$ cat src/rtl/seg_pkg.sv
// Shared types and constants for the 7-segment scan controller.
// lzb_mask is only referenced when SEG_LZB_EN is defined (leading-zero blanking).
package seg_pkg;

  localparam int unsigned SEG_W = 7;
  localparam logic [SEG_W-1:0] SEG_BLANK = 7'h7F;
  localparam int unsigned MAX_DIGITS = 8;

  typedef logic [3:0] hex_t;

  // Returns a mask of digits to blank: walking down from the top digit, enabled digits holding
  // a 0 nibble with dp off are blanked until the first one that is not. Digit 0 always shows.
  function automatic logic [MAX_DIGITS-1:0] lzb_mask(
    input logic [4*MAX_DIGITS-1:0] data,
    input logic [MAX_DIGITS-1:0]   dps,
    input logic [MAX_DIGITS-1:0]   ens,
    input int unsigned             digits
  );
    logic [MAX_DIGITS-1:0] mask;
    logic                  run;
    mask = '0;
    run  = 1'b1;
    for (int i = MAX_DIGITS - 1; i >= 1; i--) begin
      if (i < int'(digits) && ens[i] && run) begin
        if (data[4*i +: 4] == 4'h0 && !dps[i]) mask[i] = 1'b1;
        else run = 1'b0;
      end
    end
    return mask;
  endfunction

endpackage

$ cat src/rtl/seg_hex_decode.sv
// Hex nibble to active-low 7-segment pattern, segment a at bit 6 through g at bit 0.
module seg_hex_decode
  import seg_pkg::*;
(
  input  hex_t             hex_i,
  output logic [SEG_W-1:0] seg_o
);

  always_comb begin
    seg_o = SEG_BLANK;
    unique case (hex_i)
      4'h0:    seg_o = 7'b0000001;
      4'h1:    seg_o = 7'b1001111;
      4'h2:    seg_o = 7'b0010010;
      4'h3:    seg_o = 7'b0000110;
      4'h4:    seg_o = 7'b1001100;
      4'h5:    seg_o = 7'b0100100;
      4'h6:    seg_o = 7'b0100000;
      4'h7:    seg_o = 7'b0001111;
      4'h8:    seg_o = 7'b0000000;
      4'h9:    seg_o = 7'b0000100;
      4'hA:    seg_o = 7'b0001000;
      4'hB:    seg_o = 7'b1100000;
      4'hC:    seg_o = 7'b0110001;
      4'hD:    seg_o = 7'b1000010;
      4'hE:    seg_o = 7'b0110000;
      4'hF:    seg_o = 7'b0111000;
      default: seg_o = SEG_BLANK;
    endcase
  end

endmodule

$ cat src/rtl/seg_scan_ctrl.sv
// Time-multiplexed 7-segment scan controller with frame-synchronous double-buffered digit data.
// Define SEG_LZB_EN to enable leading-zero blanking.
module seg_scan_ctrl
  import seg_pkg::*;
#(
  parameter int unsigned DIGITS   = 8,
  parameter int unsigned SCAN_DIV = 100000
) (
  input  logic                clk,
  input  logic                rstn,
  input  logic [4*DIGITS-1:0] data_in,
  input  logic [DIGITS-1:0]   dp_in,
  input  logic [DIGITS-1:0]   en_in,
  input  logic                load,
  output logic                pending,
  output logic [DIGITS-1:0]   an,
  output logic [SEG_W-1:0]    seg,
  output logic                dp,
  output logic                frame_tick
);

  localparam int unsigned CntW = $clog2(SCAN_DIV);
  localparam int unsigned IdxW = $clog2(DIGITS);
  localparam logic [CntW-1:0] CntLast = CntW'(SCAN_DIV - 1);
  localparam logic [IdxW-1:0] IdxLast = IdxW'(DIGITS - 1);

  logic [CntW-1:0]     cnt_q, cnt_d;
  logic [IdxW-1:0]     idx_q, idx_d;
  logic                pending_q, pending_d;
  logic [4*DIGITS-1:0] sh_data_q, sh_data_d, act_data_q, act_data_d;
  logic [DIGITS-1:0]   sh_dp_q, sh_dp_d, act_dp_q, act_dp_d;
  logic [DIGITS-1:0]   sh_en_q, sh_en_d, act_en_q, act_en_d;
  logic [DIGITS-1:0]   an_q, an_d;
  logic [SEG_W-1:0]    seg_q, seg_d;
  logic                dp_q, dp_d;
  logic                tick_q;

  logic slot_end, frame_end;
  assign slot_end  = (cnt_q == CntLast);
  assign frame_end = slot_end && (idx_q == IdxLast);

  always_comb begin
    cnt_d      = slot_end ? '0 : cnt_q + 1'b1;
    idx_d      = idx_q;
    pending_d  = pending_q;
    sh_data_d  = sh_data_q;
    sh_dp_d    = sh_dp_q;
    sh_en_d    = sh_en_q;
    act_data_d = act_data_q;
    act_dp_d   = act_dp_q;
    act_en_d   = act_en_q;
    if (slot_end) idx_d = (idx_q == IdxLast) ? '0 : idx_q + 1'b1;
    if (load) begin
      sh_data_d = data_in;
      sh_dp_d   = dp_in;
      sh_en_d   = en_in;
      pending_d = 1'b1;
    end
    if (frame_end) begin
      pending_d = 1'b0;
      // A load landing on the boundary bypasses the shadow so it is shown this frame.
      if (load) begin
        act_data_d = data_in;
        act_dp_d   = dp_in;
        act_en_d   = en_in;
      end else if (pending_q) begin
        act_data_d = sh_data_q;
        act_dp_d   = sh_dp_q;
        act_en_d   = sh_en_q;
      end
    end
  end

  hex_t             cur_hex;
  logic             cur_en, cur_dp, cur_blank;
  logic [SEG_W-1:0] dec_seg;

  assign cur_hex = act_data_q[{idx_q, 2'b00} +: 4];
  assign cur_en  = act_en_q[idx_q];
  assign cur_dp  = act_dp_q[idx_q];

`ifdef SEG_LZB_EN
  localparam int unsigned PadW = 4 * MAX_DIGITS;
  logic [MAX_DIGITS-1:0] blank_mask;
  assign blank_mask = lzb_mask(PadW'(act_data_q), MAX_DIGITS'(act_dp_q),
                               MAX_DIGITS'(act_en_q), DIGITS);
  assign cur_blank  = blank_mask[idx_q];
`else
  assign cur_blank  = 1'b0;
`endif

  seg_hex_decode u_dec (
    .hex_i(cur_hex),
    .seg_o(dec_seg)
  );

  always_comb begin
    an_d  = '1;
    seg_d = SEG_BLANK;
    dp_d  = 1'b1;
    if (cur_en && !cur_blank) begin
      an_d[idx_q] = 1'b0;
      seg_d       = dec_seg;
      dp_d        = ~cur_dp;
    end
  end

  always_ff @(posedge clk or negedge rstn) begin
    if (!rstn) begin
      cnt_q      <= '0;
      idx_q      <= '0;
      pending_q  <= 1'b0;
      sh_data_q  <= '0;
      sh_dp_q    <= '0;
      sh_en_q    <= '0;
      act_data_q <= '0;
      act_dp_q   <= '0;
      act_en_q   <= '0;
      an_q       <= '1;
      seg_q      <= SEG_BLANK;
      dp_q       <= 1'b1;
      tick_q     <= 1'b0;
    end else begin
      cnt_q      <= cnt_d;
      idx_q      <= idx_d;
      pending_q  <= pending_d;
      sh_data_q  <= sh_data_d;
      sh_dp_q    <= sh_dp_d;
      sh_en_q    <= sh_en_d;
      act_data_q <= act_data_d;
      act_dp_q   <= act_dp_d;
      act_en_q   <= act_en_d;
      an_q       <= an_d;
      seg_q      <= seg_d;
      dp_q       <= dp_d;
      tick_q     <= frame_end;
    end
  end

  assign pending    = pending_q;
  assign an         = an_q;
  assign seg        = seg_q;
  assign dp         = dp_q;
  assign frame_tick = tick_q;

endmodule
$ cat config.mk
export PLATFORM = sky130hd
export DESIGN_NAME = seg_scan_ctrl
export DESIGN_NICKNAME = d
export VERILOG_FILES = /design/src/rtl/seg_pkg.sv /design/src/rtl/seg_hex_decode.sv /design/src/rtl/seg_scan_ctrl.sv
export SDC_FILE = /design/constraint.sdc
export NUM_CORES = 1
export LEC_CHECK = 0
export BUFFER_PORTS_ARGS = -buffer_cell sky130_fd_sc_hd__buf_2
export CAP_MARGIN = 10
export CORE_AREA = 2 2 117 119
export DETAILED_ROUTE_END_ITERATION = 8
export DIE_AREA = 0 0 119 121
export GPL_TIMING_DRIVEN = 0
export PLACE_DENSITY = 0.63
export SETUP_SLACK_MARGIN = 0.02
export SLEW_MARGIN = 10
export SYNTH_ARGS = -nofsm -noshare
export SYNTH_HDL_FRONTEND = slang
export SYNTH_SLANG_ARGS = --single-unit
$ cat constraint.sdc
create_clock -name clk -period 5.57 [get_ports clk]
set_input_delay 1.3925 -clock clk [delete_from_list [all_inputs] [get_ports clk]]
set_output_delay 1.3925 -clock clk [all_outputs]
set_load 0.02 [all_outputs]
==> impl_results.md, run 1 <==
- DRT iter0 DRCs: 146
- # setup viols final: 0
- Maximum root-to-sink buffer count: 2
- Most common cell in the synthesized netlist: dfrtp_1
- Routed via count: 3,427
- CP Class: in -> reg
- Synth top cells by count: 118 x dfrtp_1, 79 x mux2_2, 20 x mux2_4, 20 x nand2_1, 20 x nor2_1
- Worst setup margin: 2600 ps
- Die height: 121 µm
- Worst Setup SP: load
- Required @ worst endpoint: 5870 ps
- CTS H-tree lvls: 4
- Die Area: 14,400 µm²
- Post-synth ARST share: 100%
- Worst endpoint data arrival time: 3270 ps
- Vias in the first global route: 3,591
- Simple-gate portion of the synthesized area: 7.85%
- Crit path max fanout: 10
- Post-CTS Hold Fix Bufs: 0
- Synth Area in XOR/XNOR: 2.28%
- Crit share post-route: 53.3%
- Synthesized netlist cell count: 405
- Leak pwr: 0.00325 µW
- WL per Instance: 16.1 µm
- Outcome: finished, final reports clean
- Post-CTS Resized: 0
- Worst vdd ir: 0.237 mV
- Share of layout cells above drive strength 1: 46.2%
- Layout area overhead: 20.9%
- Mux share of post-synthesis cell area: 24.9%
- I/O pin cnt: 69
- Diodes inserted: 0
- Synth Warn #: 0
- Hold path start: act_en_q[2]
- Total power: 2250 µW
- Max-slew headroom: 56.4%
- Final Hold Viols: 0
- Sw frac: 20.8%
- Worst-Skew Late Latency: 420 ps
- Worst-path clk slew: 60 ps
- Post-synth EDFFs: 0
- Post-synthesis adder-cell area fraction: 1.95%
- Hold WC Path Type: reg -> reg
- Storage element area: 3370 µm²
- Clock sink total: 134
- Final worst clock skew: 8.77 ps
- Internal: 1780 µW
- Post-route ant nets: 0
- R2R Path End: seg[3]
- Max_cap viols: 0
- RSZ-0062 raised after global routing: no
- CP endpoint: act_data_q[11]
- Reg2reg path depth: 9
- Setup TNS Final: 0 ps
- Mapped Nets: 465
- Fill cells: 1,120
- Crit path capture type: flip-flop
- Slew Limit Fails: 0
- Nets@finish: 553
- Synth area leaders: dfrtp_1 51%, mux2_2 15%, dfstp_2 7.3%
- Post-Route WL: 11.0 mm
- Register share of total power: 45.2%
- Clock power share: 50.4%
- Switching pwr: 467 µW
- First-pass GRT wire length: 18.5 mm
- CP Launch Type: input pin
- Hold WS: 413 ps
- Post-synth top area share: 51.2%
- Tmin final: 2970 ps
- Routability cong.: 0.820
- Post-Place Setup Slack: 2140 ps
- Hold Path Depth: 1
- Combinational fraction of design power: 4.4%
- Tightest Pin Transition: 654 ps
- Main combinational cell family by area after synthesis: multiplexers
- Yosys top cell by area: dfrtp_1
- Pin count of the biggest net entering global routing: 90
- Post-Layout Cell Count: 682
- Post-CTS Setup Bufs: 0
- DP Wirelength: 7.63 mm
- CTS tree: built
- Synth Area per Inst: 14.3 µm²
- Die width: 119 µm
- Sequential area share after synthesis: 58.4%
- Starting density of the core: 44.1%
- Pre-Repair DR Iteration Count: 4
- Multi-input logic area: 2260 µm²
- Top FF cell, synth: dfrtp_1
- Cell Area, Synth: 5770 µm²
- Rows: 42
- Mean number of vias per cell: 5.02
- Launch point of the worst reg-to-reg path: idx_q[0]
- GRT Overall Usage: 17.0%
- Flops & latches, synth: 134
- CORE AREA: 13,100 µm²
- Buffers on Ports: 68
- Synth Area in Compound Gates: 2.30%
- Synth unique cells: 42
- Clock Tree Root: clkbuf_16
- Overflow after GRT: 0
- Initial antenna violation count: 0
- Cts bufs inserted: 17
- P per Cell Area: 322 nW/µm²
- Placed insts: 650
- FF-to-FF setup slack: 2670 ps
- DRC Markers: 0
- Highest Clock Rate: 0.337 GHz
-- critical path, stage by stage --
cell    delay (ps)
buf_2          130
buf_1          520
buf_1          530
mux2_2         430
mux2_4         270
-- layout make-up --
type                       instances  share of cell area [%]
tap                              176                    3.16
clock buffer                      20                    6.55
timing repair buffer              69                    5.36
inverter                           9                   0.484
buffer                            19                    1.43
sequential                       134                    48.4
multi-input combinational        243                    32.5
clock inverter                    12                    2.19
-- per-layer routing --
| layer | global-route usage, % | up-vias | routed length, µm |
|---|---|---|---|
| met3 | 4.89 | 16 | 567 |
| li1 | - | 1608 | - |
| met1 | 22.3 | 1714 | 4990 |
| met4 | 7.59 | 0 | 229 |
| met2 | 26.5 | 89 | 5180 |
| met5 | 0 | - | 0 |
-- cells in the final DEF, fill, tap and decap left out, types with 5 or more instances in the layout --
master     count
xnor2_1        6
nor2_1        20
mux2_2        79
buf_1          5
ha_1           9
xor2_1         9
dfrtp_1      118
mux2i_1       11
nand3_1       12
nand2_1       20
mux2_4        20
buf_2         75
mux4_2         6
clkbuf_16     17
inv_1          9
dfstp_2       16
-- metrics by stage --
step                utilization, %  area, µm²
CTS                           53.3       6980
finish                        53.3       6980
floorplan                        -       5770
global placement              48.4       6330
global route                  53.3       6980
detailed placement            48.7       6370
-- worst min-delay path by stage --
stage,to,slack [ps]
CTS,an[2],410
global placement,an[2],400
floorplan,an[2],380
finish,an[2],410
detailed placement,an[2],400
global route,an[5],440
-- flip-flops by register name (all words and copies together), names as in the netlist --
register and count:
sh_dp_q 8, pending 1, cnt_q 17, act_dp_q 8
seg 7, frame_tick 1, act_en_q 8, idx_q 3
sh_en_q 8, act_data_q 32, an 8, sh_data_q 32
dp 1
-- power groups by stage --
| stage | sequential [µW] | combinational [µW] | clock, µW |
|---|---|---|---|
| global route | 1020 | 112 | 1200 |
| detailed placement | 1030 | 101 | 0 |
| floorplan | 1030 | 49.0 | 0 |
| CTS | 1020 | 102 | 1160 |
| finish | 1020 | 98.1 | 1130 |
| global placement | 1030 | 96.1 | 0 |
-- cells by family after synthesis --
| kind of cell | count (synthesis) |
|---|---|
| xor gates and xnor gates | 15 |
| adders and majority gates | 9 |
| buffers and inverters | 28 |
| muxes | 116 |
| and+or+nand+nor | 85 |
| AOI/OAI and AO/OA | 18 |
| DFF | 134 |
No activity file was read; power rests on OpenSTA's default activity.
==> inputs of run 2 (changes only) <==
==> constraint.sdc (replaced) <==
create_clock -name clk -period 3.05 [get_ports clk]
set_input_delay 0.7625 -clock clk [delete_from_list [all_inputs] [get_ports clk]]
set_output_delay 0.7625 -clock clk [all_outputs]
set_load 0.02 [all_outputs]
==> run 2 against run 1 <==
  * Sequential share of layout area is essentially flat
  * Worst hold slack got worse by 140 ps
  * Clock power up 83%
  * Non-clock buffer count unchanged
  * Sequential power grew 82%
  * Clock-buffer cell count did not move
  * Global-route usage unchanged
  * Combinational power up 82%
  * Flip-flop and latch count did not move
  * Largest cell class unchanged
==> impl_results.md, run 2 (synthesis gave the netlist of run 1 again) <==
- Post-CTS Hold Fix Bufs: 0
- CORE AREA: 13,100 µm²
- RSZ-0062 raised after global routing: no
- DRT iter0 DRCs: 166
- Routability cong.: 0.820
- Routed via count: 3,401
- DP Wirelength: 7.63 mm
- Post-Place Setup Slack: 150 ps
- Highest Clock Rate: 0.355 GHz
- CP peak stage delay: 600 ps
- Crit path max fanout: 10
- Slew Limit Fails: 0
- GR Util met2: 26.5%
- Hold WC Path Type: in -> async
- DRC Markers: 0
- Post-route ant nets: 0
- Die width: 119 µm
- # setup viols final: 0
- R2R Path End: seg[3]
- Final worst clock skew: 8.37 ps
- Pin count of the biggest net entering global routing: 90
- Clock Tree Root: clkbuf_16
- Slowest CP cell: mux4_2
- CTS H-tree lvls: 4
- Tightest Pin Transition: 659 ps
- Leak pwr: 0.00325 µW
- Crit path capture type: flip-flop
- Vias in the first global route: 3,591
- Layer with the highest usage: met2
- Maximum root-to-sink buffer count: 2
- Clock sink total: 134
- Starting density of the core: 44.1%
- Biggest regs: act_data_q (32), sh_data_q (32), cnt_q (17)
- Crit-path cells: buf_2 -> buf_2 -> mux4_2 -> mux2i_2 -> inv_1 -> ha_1 -> nand2_1 -> nor3b_1 -> o21ai_0
- Post-Route WL: 11.0 mm
- Die Area: 14,400 µm²
- Initial antenna violation count: 0
- Pre-Repair DR Iteration Count: 4
- First-pass GRT wire length: 18.5 mm
- Launch point of the worst reg-to-reg path: idx_q[0]
- I/O pin cnt: 69
- Worst-Skew Late Latency: 420 ps
- Share of layout cells above drive strength 1: 46.4%
- Worst endpoint data arrival time: 3140 ps
- CTS tree: built
- Diodes inserted: 0
- M3 GR Usage: 4.89%
- Placed insts: 650
- Fill cells: 1,117
- Nets@finish: 553
- Outcome: finished, final reports clean
- Worst-path clk slew: 60 ps
- Setup TNS Final: 0 ps
- Rows: 42
- FF-to-FF setup slack: 230 ps
- Post-CTS Setup Bufs: 0
- Layout area overhead: 20.9%
- Placed Instance Area: 6370 µm²
- Required @ worst endpoint: 3380 ps
- CP Class: reg -> reg
- CP Launch Type: flip-flop
- Most frequent CP cell: buf_2
- Commonest non-fill, non-tap cell in the layout: dfrtp_1
- Worst setup margin: 233 ps
- WL per Instance: 16.2 µm
- Most frequent cells in the layout: 118 x dfrtp_1, 79 x mux2_2, 75 x buf_2
- Post-Layout Cell Count: 682
- Max_cap viols: 0
- Die height: 121 µm
- P per Cell Area: 589 nW/µm²
- Crit-path leading delay family: multiplexers
- Reg2reg path depth: 9
- Buffers on Ports: 68
- Buffer and inverter count on the worst path: 3
- Finished Cell Area: 6980 µm²
- Crit share post-route: 92.3%
- Cts bufs inserted: 17
- Worst vdd ir: 0.437 mV
- Overflow after GRT: 0
- GRT Overall Usage: 17.0%
- Final Hold Viols: 0
- Mean number of vias per cell: 4.99
- Max-slew headroom: 56.1%
- GR Layer Usage met1: 22.3%
- Tmin final: 2820 ps
-- run 2: metal layers --
| layer | part of all wire, % | wire length, µm | up-vias |
|---|---|---|---|
| met2 | 47 | 5170 | 80 |
| met1 | 46 | 5050 | 1697 |
| met3 | 5.0 | 548 | 17 |
| li1 | - | - | 1607 |
| met4 | 2.4 | 266 | 0 |
| met5 | 0 | 0 | - |
-- run 2: layout make-up --
class	count	area [µm²]	share of cell area [%]
clock buffers	20	457	6.54
inverters	9	33.8	0.484
clock inverters	12	153	2.19
repair buffers	69	374	5.36
plain buffers	19	100	1.43
well taps	176	220	3.16
flip-flops and latches	134	3370	48.3
multi-input cells	243	2270	32.5
-- run 2: timing repair --
item	in CTS	in global routing
setup endpoints to repair	0	3
hold endpoints to repair	0	0
resized for setup	0	1
-- run 2: worst max-delay path by stage --
stage | start | endpoint | slack (ps) | cells after the start
2_1_floorplan | idx_q[0] | seg[3] | 650 | 9
3_3_place_gp | rstn | sh_dp_q[3] | -480 | 1
3_5_place_dp | idx_q[0] | seg[3] | 150 | 9
4_1_cts | idx_q[0] | seg[3] | 140 | 9
5_1_grt | idx_q[0] | seg[3] | 20 | 9
6_report | idx_q[0] | seg[3] | 230 | 9
-- run 2: through the flow --
| stage | hold WS, ps | total power [µW] | util, % |
|---|---|---|---|
| 2_1_floorplan | 383 | 1970 | - |
| 3_3_place_gp | 397 | 2060 | 48.4 |
| 3_5_place_dp | 397 | 2070 | 48.7 |
| 4_1_cts | 270 | 4160 | 53.3 |
| 5_1_grt | 285 | 4260 | 53.3 |
| 6_report | 269 | 4110 | 53.3 |
-- run 2: power breakdown --
group / internal (µW) / switching, µW / leakage [µW]
Combinational: 87.3 / 91.8 / 0.00127
Sequential: 1840 / 14.1 / 0.00169
Clock: 1320 / 749 / 0.000288
Total: 3250 / 855 / 0.00325
